[src/rtl/fpu_stack_pkg.sv]
// Shared types and constants for the x87-style register-stack micro-op sequencer.
package fpu_stack_pkg;

   localparam int unsigned DATA_W = 80;
   localparam int unsigned IDX_W  = 3;
   localparam int unsigned TAG_W  = 16;

   localparam logic [1:0]       TAG_EMPTY  = 2'b11;
   localparam logic [IDX_W-1:0] ST_TOP_IDX = IDX_W'(7);

   typedef enum logic [2:0] {
      OP_LOAD      = 3'd0,
      OP_STORE_POP = 3'd1,
      OP_XCH       = 3'd2,
      OP_FREE      = 3'd3,
      OP_INCSTP    = 3'd4,
      OP_DECSTP    = 3'd5,
      OP_INIT      = 3'd6,
      OP_CLREXC    = 3'd7
   } op_code_e;

   typedef enum logic [2:0] {
      ST_IDLE    = 3'd0,
      ST_EXEC    = 3'd1,
      ST_XCH_RD  = 3'd2,
      ST_XCH_WR0 = 3'd3,
      ST_XCH_WRI = 3'd4,
      ST_DONE    = 3'd5
   } state_e;

   typedef struct packed {
      logic ie;
      logic sf;
      logic c1;
   } status_t;

   typedef struct packed {
      logic push;
      logic pop;
      logic inc_ptr;
      logic dec_ptr;
      logic free_reg;
      logic init_stack;
      logic write_enable;
   } strobe_t;

   // ST(i) lives in physical register (TOP + i) mod 8; the 3-bit sum wraps naturally.
   function automatic logic [IDX_W-1:0] phys_idx(input logic [IDX_W-1:0] top_i,
                                                 input logic [IDX_W-1:0] idx_i);
      return IDX_W'(top_i + idx_i);
   endfunction

endpackage

[src/rtl/fpu_tag_lookup.sv]
// Combinational ST(i) empty test against the physical tag word.
module fpu_tag_lookup
   import fpu_stack_pkg::*;
(
   input  logic [IDX_W-1:0] stack_ptr_i,
   input  logic [IDX_W-1:0] index_i,
   input  logic [TAG_W-1:0] tag_word_i,
   output logic             empty_c_o
);

   logic [IDX_W-1:0] phys;
   logic [1:0]       tag;

   assign phys      = phys_idx(stack_ptr_i, index_i);
   assign tag       = tag_word_i[{phys, 1'b0} +: 2];
   assign empty_c_o = (tag == TAG_EMPTY);

endmodule

[src/rtl/fpu_stack_sequencer.sv]
// Micro-op sequencer driving a tagged 8-entry FPU register stack; one op in flight,
// all strobes registered so they are high for exactly the EXEC / XCH write cycle.
module fpu_stack_sequencer
   import fpu_stack_pkg::*;
(
   input  logic              clk,
   input  logic              reset_n,
   input  logic              op_valid,
   output logic              op_ready,
   input  logic [2:0]        op_code,
   input  logic [IDX_W-1:0]  op_index,
   input  logic [DATA_W-1:0] op_data,
   output logic              push,
   output logic              pop,
   output logic              inc_ptr,
   output logic              dec_ptr,
   output logic              free_reg,
   output logic              init_stack,
   output logic              write_enable,
   output logic [IDX_W-1:0]  free_index,
   output logic [IDX_W-1:0]  write_reg,
   output logic [IDX_W-1:0]  read_sel,
   output logic [DATA_W-1:0] data_in,
   input  logic [DATA_W-1:0] read_data,
   input  logic [IDX_W-1:0]  stack_ptr,
   input  logic [TAG_W-1:0]  tag_word,
   output logic              done,
   output logic [DATA_W-1:0] result,
   output logic              fault,
   output logic [2:0]        status,
   output logic              busy
);

   state_e            state_q, state_d;
   strobe_t           strb_q, strb_d;
   op_code_e          op_code_q, op_code_d;
   op_code_e          op_code_in;
   logic [IDX_W-1:0]  op_index_q, op_index_d;
   logic [IDX_W-1:0]  free_index_q, free_index_d;
   logic [IDX_W-1:0]  write_reg_q, write_reg_d;
   logic [IDX_W-1:0]  read_sel_q, read_sel_d;
   logic [DATA_W-1:0] data_in_q, data_in_d;
   logic [DATA_W-1:0] st0_q, st0_d;
   logic [DATA_W-1:0] result_q, result_d;
   logic              flt_q, flt_d;
   logic              c1_q, c1_d;
   logic              done_q, done_d;
   logic              fault_q, fault_d;
   status_t           status_q, status_d;
   logic              ready_q, busy_q;

   logic              st0_empty;
   logic              sti_empty;
   logic [IDX_W-1:0]  sti_idx;

   assign op_code_in = op_code_e'(op_code);

   // LOAD needs ST(7) free for the push; every other op probes its own ST(i).
   assign sti_idx = (op_code_in == OP_LOAD) ? ST_TOP_IDX : op_index;

   fpu_tag_lookup u_lookup_st0 (
      .stack_ptr_i (stack_ptr),
      .index_i     ('0),
      .tag_word_i  (tag_word),
      .empty_c_o   (st0_empty)
   );

   fpu_tag_lookup u_lookup_sti (
      .stack_ptr_i (stack_ptr),
      .index_i     (sti_idx),
      .tag_word_i  (tag_word),
      .empty_c_o   (sti_empty)
   );

   // Next-state, strobe and completion logic.
   always_comb begin
      state_d      = state_q;
      strb_d       = '0;
      free_index_d = '0;
      write_reg_d  = '0;
      read_sel_d   = '0;
      data_in_d    = '0;
      done_d       = 1'b0;
      op_code_d    = op_code_q;
      op_index_d   = op_index_q;
      st0_d        = st0_q;
      result_d     = result_q;
      flt_d        = flt_q;
      c1_d         = c1_q;
      fault_d      = fault_q;
      status_d     = status_q;

      case (state_q)
         ST_IDLE: begin
            if (op_valid) begin
               state_d    = ST_EXEC;
               op_code_d  = op_code_in;
               op_index_d = op_index;
               flt_d      = 1'b0;
               c1_d       = 1'b0;
               case (op_code_in)
                  OP_LOAD: begin
                     if (sti_empty) begin
                        strb_d.push = 1'b1;
                        data_in_d   = op_data;
                     end else begin
                        flt_d = 1'b1;
                        c1_d  = 1'b1;
                     end
                  end
                  OP_STORE_POP: begin
                     if (!st0_empty) strb_d.pop = 1'b1;
                     else            flt_d      = 1'b1;
                  end
                  OP_XCH: begin
                     if (st0_empty || sti_empty) flt_d = 1'b1;
                  end
                  OP_FREE: begin
                     strb_d.free_reg = 1'b1;
                     free_index_d    = op_index;
                  end
                  OP_INCSTP: strb_d.inc_ptr    = 1'b1;
                  OP_DECSTP: strb_d.dec_ptr    = 1'b1;
                  OP_INIT:   strb_d.init_stack = 1'b1;
                  OP_CLREXC: ;
                  default:   ;
               endcase
            end
         end

         ST_EXEC: begin
            if ((op_code_q == OP_XCH) && !flt_q && (op_index_q != '0)) begin
               // read_sel is 0 this cycle, so read_data is the old ST(0).
               state_d    = ST_XCH_RD;
               st0_d      = read_data;
               read_sel_d = op_index_q;
            end else begin
               state_d  = ST_DONE;
               done_d   = 1'b1;
               fault_d  = flt_q;
               result_d = ((op_code_q == OP_STORE_POP) && !flt_q) ? read_data : '0;
               if ((op_code_q == OP_INIT) || (op_code_q == OP_CLREXC)) begin
                  status_d = '0;
               end else if (flt_q) begin
                  status_d.ie = 1'b1;
                  status_d.sf = 1'b1;
                  status_d.c1 = c1_q;
               end
            end
         end

         ST_XCH_RD: begin
            state_d             = ST_XCH_WR0;
            strb_d.write_enable = 1'b1;
            write_reg_d         = '0;
            data_in_d           = read_data;
         end

         ST_XCH_WR0: begin
            state_d             = ST_XCH_WRI;
            strb_d.write_enable = 1'b1;
            write_reg_d         = op_index_q;
            data_in_d           = st0_q;
         end

         ST_XCH_WRI: begin
            state_d  = ST_DONE;
            done_d   = 1'b1;
            fault_d  = 1'b0;
            result_d = '0;
         end

         ST_DONE: state_d = ST_IDLE;

         default: state_d = ST_IDLE;
      endcase
   end

   always_ff @(posedge clk or negedge reset_n) begin
      if (!reset_n) begin
         state_q      <= ST_IDLE;
         strb_q       <= '0;
         op_code_q    <= OP_LOAD;
         op_index_q   <= '0;
         free_index_q <= '0;
         write_reg_q  <= '0;
         read_sel_q   <= '0;
         data_in_q    <= '0;
         st0_q        <= '0;
         result_q     <= '0;
         flt_q        <= 1'b0;
         c1_q         <= 1'b0;
         done_q       <= 1'b0;
         fault_q      <= 1'b0;
         status_q     <= '0;
         ready_q      <= 1'b1;
         busy_q       <= 1'b0;
      end else begin
         state_q      <= state_d;
         strb_q       <= strb_d;
         op_code_q    <= op_code_d;
         op_index_q   <= op_index_d;
         free_index_q <= free_index_d;
         write_reg_q  <= write_reg_d;
         read_sel_q   <= read_sel_d;
         data_in_q    <= data_in_d;
         st0_q        <= st0_d;
         result_q     <= result_d;
         flt_q        <= flt_d;
         c1_q         <= c1_d;
         done_q       <= done_d;
         fault_q      <= fault_d;
         status_q     <= status_d;
         ready_q      <= (state_d == ST_IDLE);
         busy_q       <= (state_d != ST_IDLE);
      end
   end

   assign op_ready     = ready_q;
   assign busy         = busy_q;
   assign push         = strb_q.push;
   assign pop          = strb_q.pop;
   assign inc_ptr      = strb_q.inc_ptr;
   assign dec_ptr      = strb_q.dec_ptr;
   assign free_reg     = strb_q.free_reg;
   assign init_stack   = strb_q.init_stack;
   assign write_enable = strb_q.write_enable;
   assign free_index   = free_index_q;
   assign write_reg    = write_reg_q;
   assign read_sel     = read_sel_q;
   assign data_in      = data_in_q;
   assign done         = done_q;
   assign result       = result_q;
   assign fault        = fault_q;
   assign status       = status_q;

endmodule
[config.mk]
export PLATFORM = sky130hd
export DESIGN_NAME = fpu_stack_sequencer
export DESIGN_NICKNAME = d
export VERILOG_FILES = /design/src/rtl/fpu_stack_pkg.sv /design/src/rtl/fpu_tag_lookup.sv /design/src/rtl/fpu_stack_sequencer.sv
export SDC_FILE = /design/constraint.sdc
export NUM_CORES = 1
export LEC_CHECK = 0
export CAP_MARGIN = 15
export CORE_ASPECT_RATIO = 1.1
export CORE_MARGIN = 2
export CORE_UTILIZATION = 40
export DETAILED_ROUTE_END_ITERATION = 10
export GPL_TIMING_DRIVEN = 0
export PLACE_DENSITY = 0.71
export SLEW_MARGIN = 30
export SYNTH_ARGS = -nofsm -noshare
export SYNTH_HDL_FRONTEND = slang
export SYNTH_HIERARCHICAL = 1
export SYNTH_SLANG_ARGS = --single-unit
[constraint.sdc]
create_clock -name clk -period 2 [get_ports clk]
set_input_delay 0.4 -clock clk [delete_from_list [all_inputs] [get_ports clk]]
set_output_delay 0.4 -clock clk [all_outputs]
set_load 0.1 [all_outputs]
==> key figures <==
STA
  – Worst slew margin: 35.92%
  – Setup Viol. Count Final: 83
  – RSZ-0062 raised after global routing: true
  – Fin Setup TNS: -46.45 ns
  – Worst Slack Setup Final: -0.6170 ns
  – Clk_skew: 0.009312 ns
  – Fmax: 382.1 MHz
  – Tcrit/Tclk final: 130.8%
  – Worst-Margin Slew: 0.9612 ns
  – Final Hold Fails: 0
  – Slew Viols, Final: 0
  – Hold slack final: 0.03989 ns
  – Min Clock Period, post-route: 2.617 ns

CTS
  – # H-tree levels: 1
  – Clock transition at the registers of the reported paths: 0.06 ns
  – Total CTS buffers: 29
  – CTS Sinks: 273
  – CTS tree: built
  – Clock latency on the worst-skew pair: 0.53 ns
  – Clk root buf: clkbuf_16
  – Clock Path Buffers: 3

Place
  – Post-DP Area: 15,860 um^2
  – PortBufs: 368
  – DP Wirelength: 24,220 um
  – Final Wtd Congestion: 0.7936

Setup path
  – Startpoint types: input port
  – Req. time, crit path: 2.44 ns
  – Arr. time, crit path: 3.06 ns
  – Kind of critical path: input port to flop
  – Crit. End Element: flop
  – CP Max Fanout: 8

Floorplan
  – Io pins: 371
  – Area of the core: 28,460 um^2
  – Die width: 165.6 um
  – Rows: 65
  – Die height: 181.7 um
  – Die area: 30,090 um^2
  – Initial Utilization: 40.36%

Drt
  – Vias: 8,466
  – Routed WL: 35,410 um
  – DRC: 0
  – First-pass iteration count of the detailed router: 5
  – Vias per std cell: 5.325
  – Post-DR wirelength/cell: 22.27 um
  – Antenna viol nets, final: 0
  – DRT iter0 DRCs: 424

Job
  – Max Cap Viol: 0

Run status
  – Failing checks: setup timing
  – Outcome: finished with violations

Finish
  – Area grow syn2layout: 55.62%
  – Ant diodes: 0
  – Ratio of cells with drive above 1 in the final layout: 37.48%
  – Cell area after layout: 17,880 um^2
  – Final net count: 1,396
  – Filler cell count: 2,184

Yosys
  – Leading cell type by number of instances after synthesis: dfrtp_1
  – Post-synth EDFFs: 0
  – Dominant cells by area after synthesis: dfrtp_1, mux2_4, mux2i_1
  – FFs w/ async S/R, synth: 100.0%
  – Post-synthesis sequential area ratio: 59.48%
  – Distinct cells, synth: 46
  – Post-Syn Area: 11,490 um^2
  – Top cell type's share of synthesized area: 59.25%
  – Synth Area per Inst: 14.69 um^2
  – Post-synth top flop: dfrtp_1
  – Synth Warn #: 6
  – Synth Instances: 782
  – Number of synthesized register bits: 273
  – Most frequent cells after synthesis: dfrtp_1, mux2i_1, a32o_1, o2bb2ai_1, mux2_4
  – Yosys top cell by area: dfrtp_1

Global route
  – Grt total ovfl: 0
  – Initial antenna violation count: 0
  – Vias in the first global route: 8,916
  – GRT Overall Usage: 22.80%
  – Largest net degree at the start of global routing: 88
  – First-pass GRT wire length: 52,450 um

Pwr
  – Pwr dens: 1546 nW/um^2
  – VDD IR-drop max: 1434 uV
  – Static Leak: 7.866 nW

Worst hold path
  – Worst min-delay path class: input port to flop
## area by class of cell
| type | instances | area, um^2 | area share, % |
|---|---|---|---|
| Inverter | 16 | 60.06 | 0.3359 |
| Clock buffer | 41 | 830.8 | 4.647 |
| Multi-Input combinational cell | 427 | 4770 | 26.68 |
| Sequential cell | 273 | 6833 | 38.22 |
| Timing Repair Buffer | 389 | 4250 | 23.77 |
| Clock inverter | 8 | 122.6 | 0.6858 |
| Tap cell | 368 | 460.4 | 2.575 |
| Buffer | 68 | 551.8 | 3.086 |
## worst max-delay path: stages
cell	delay, ns
buf_8	0.10
nor3_4	0.21
or2_4	0.16
ha_4	0.11
inv_2	0.03
fa_2	0.58
mux4_2	0.54
mux2i_4	0.18
and3_4	0.24
buf_12	0.19
buf_8	0.16
o2bb2ai_2	0.12
## power breakdown
| part | internal (mW) | switching, mW |
|---|---|---|
| combinational | 4.48 | 9.59 |
| sequential | 7.22 | 0.934 |
| clock | 3.26 | 2.16 |
## layout by cell type, fill, tap and decap left out, types with 11 or more instances in the layout
cell type / netlist / layout
nand2_1: 25 / 24
clkbuf_1: 21 / 26
mux2_2: 22 / 22
buf_12: 0 / 11
mux2_4: 56 / 56
inv_1: 16 / 15
clkdlybuf4s50_1: 0 / 180
buf_2: 21 / 18
a32o_1: 80 / 80
buf_6: 16 / 18
clkbuf_16: 0 / 32
o2bb2ai_1: 80 / 15
mux2i_1: 83 / 81
dfrtp_1: 272 / 272
clkdlybuf4s15_2: 0 / 178
o2bb2ai_2: 0 / 57
## path summary, 6_finish.rpt
kind | slack, ns | cells past startpoint | to | start
hold / removal | 0.04 | 2 | pop$_DFF_PN0_ | op_code[2]
setup reg to reg | -0.41 | 5 | data_in[19]$_DFF_PN0_ | state_q[2]$_DFF_PN0_
hold reg to reg | 0.50 | 1 | st0_q[0]$_DFFE_PN0P_ | st0_q[0]$_DFFE_PN0P_
min in group asynchronous | 0.34 | 2 | free_index[0]$_DFF_PN0_ | reset_n
setup / recovery | -0.62 | 12 | data_in[52]$_DFF_PN0_ | op_code[2]
max in group asynchronous | 0.55 | 4 | data_in[53]$_DFF_PN0_ | reset_n
## kinds of logic after synthesis
logic type,synth area share [%]
other,0.03264
xor gates and xnor gates,0.3049
muxes,17.88
AOI/OAI and AO/OA,14.32
DFF,59.48
adders and majority gates,0.5663
buffers and inverters,4.117
and+or+nand+nor,3.300
## layer usage
metal	global-route usage, %	part of all wire (%)	wire, um	vias up
met4	7.621	3.6	1278	0
li1	-	-	-	3811
met1	29.00	41	14450	4244
met2	39.29	50	17630	328
met5	0	0	0	-
met3	3.815	5.8	2051	83
## metrics by stage
step,instances,utilization (%),setup WS (ns),power (mW)
after floorplan,784,-,-0.9137,18.20
after global placement,1520,55.47,-11.28,21.85
after detailed placement,1523,55.72,-1.784,21.97
after CTS,1588,61.69,-0.5860,27.57
after global routing,1590,62.81,-0.6305,28.78
final,1590,62.81,-0.6170,27.64
## repair_timing
action | CTS | global route
resized for setup | 605 | 45
setup buffers | 11 | 2
hold buffers | 1 | 0
setup endpoints to repair | 344 | 120
endpoints found under the hold margin | 41 | 0
pin swaps | 6 | 7
gates cloned | 4 | 3
No activity file was read; power rests on OpenSTA's default activity.
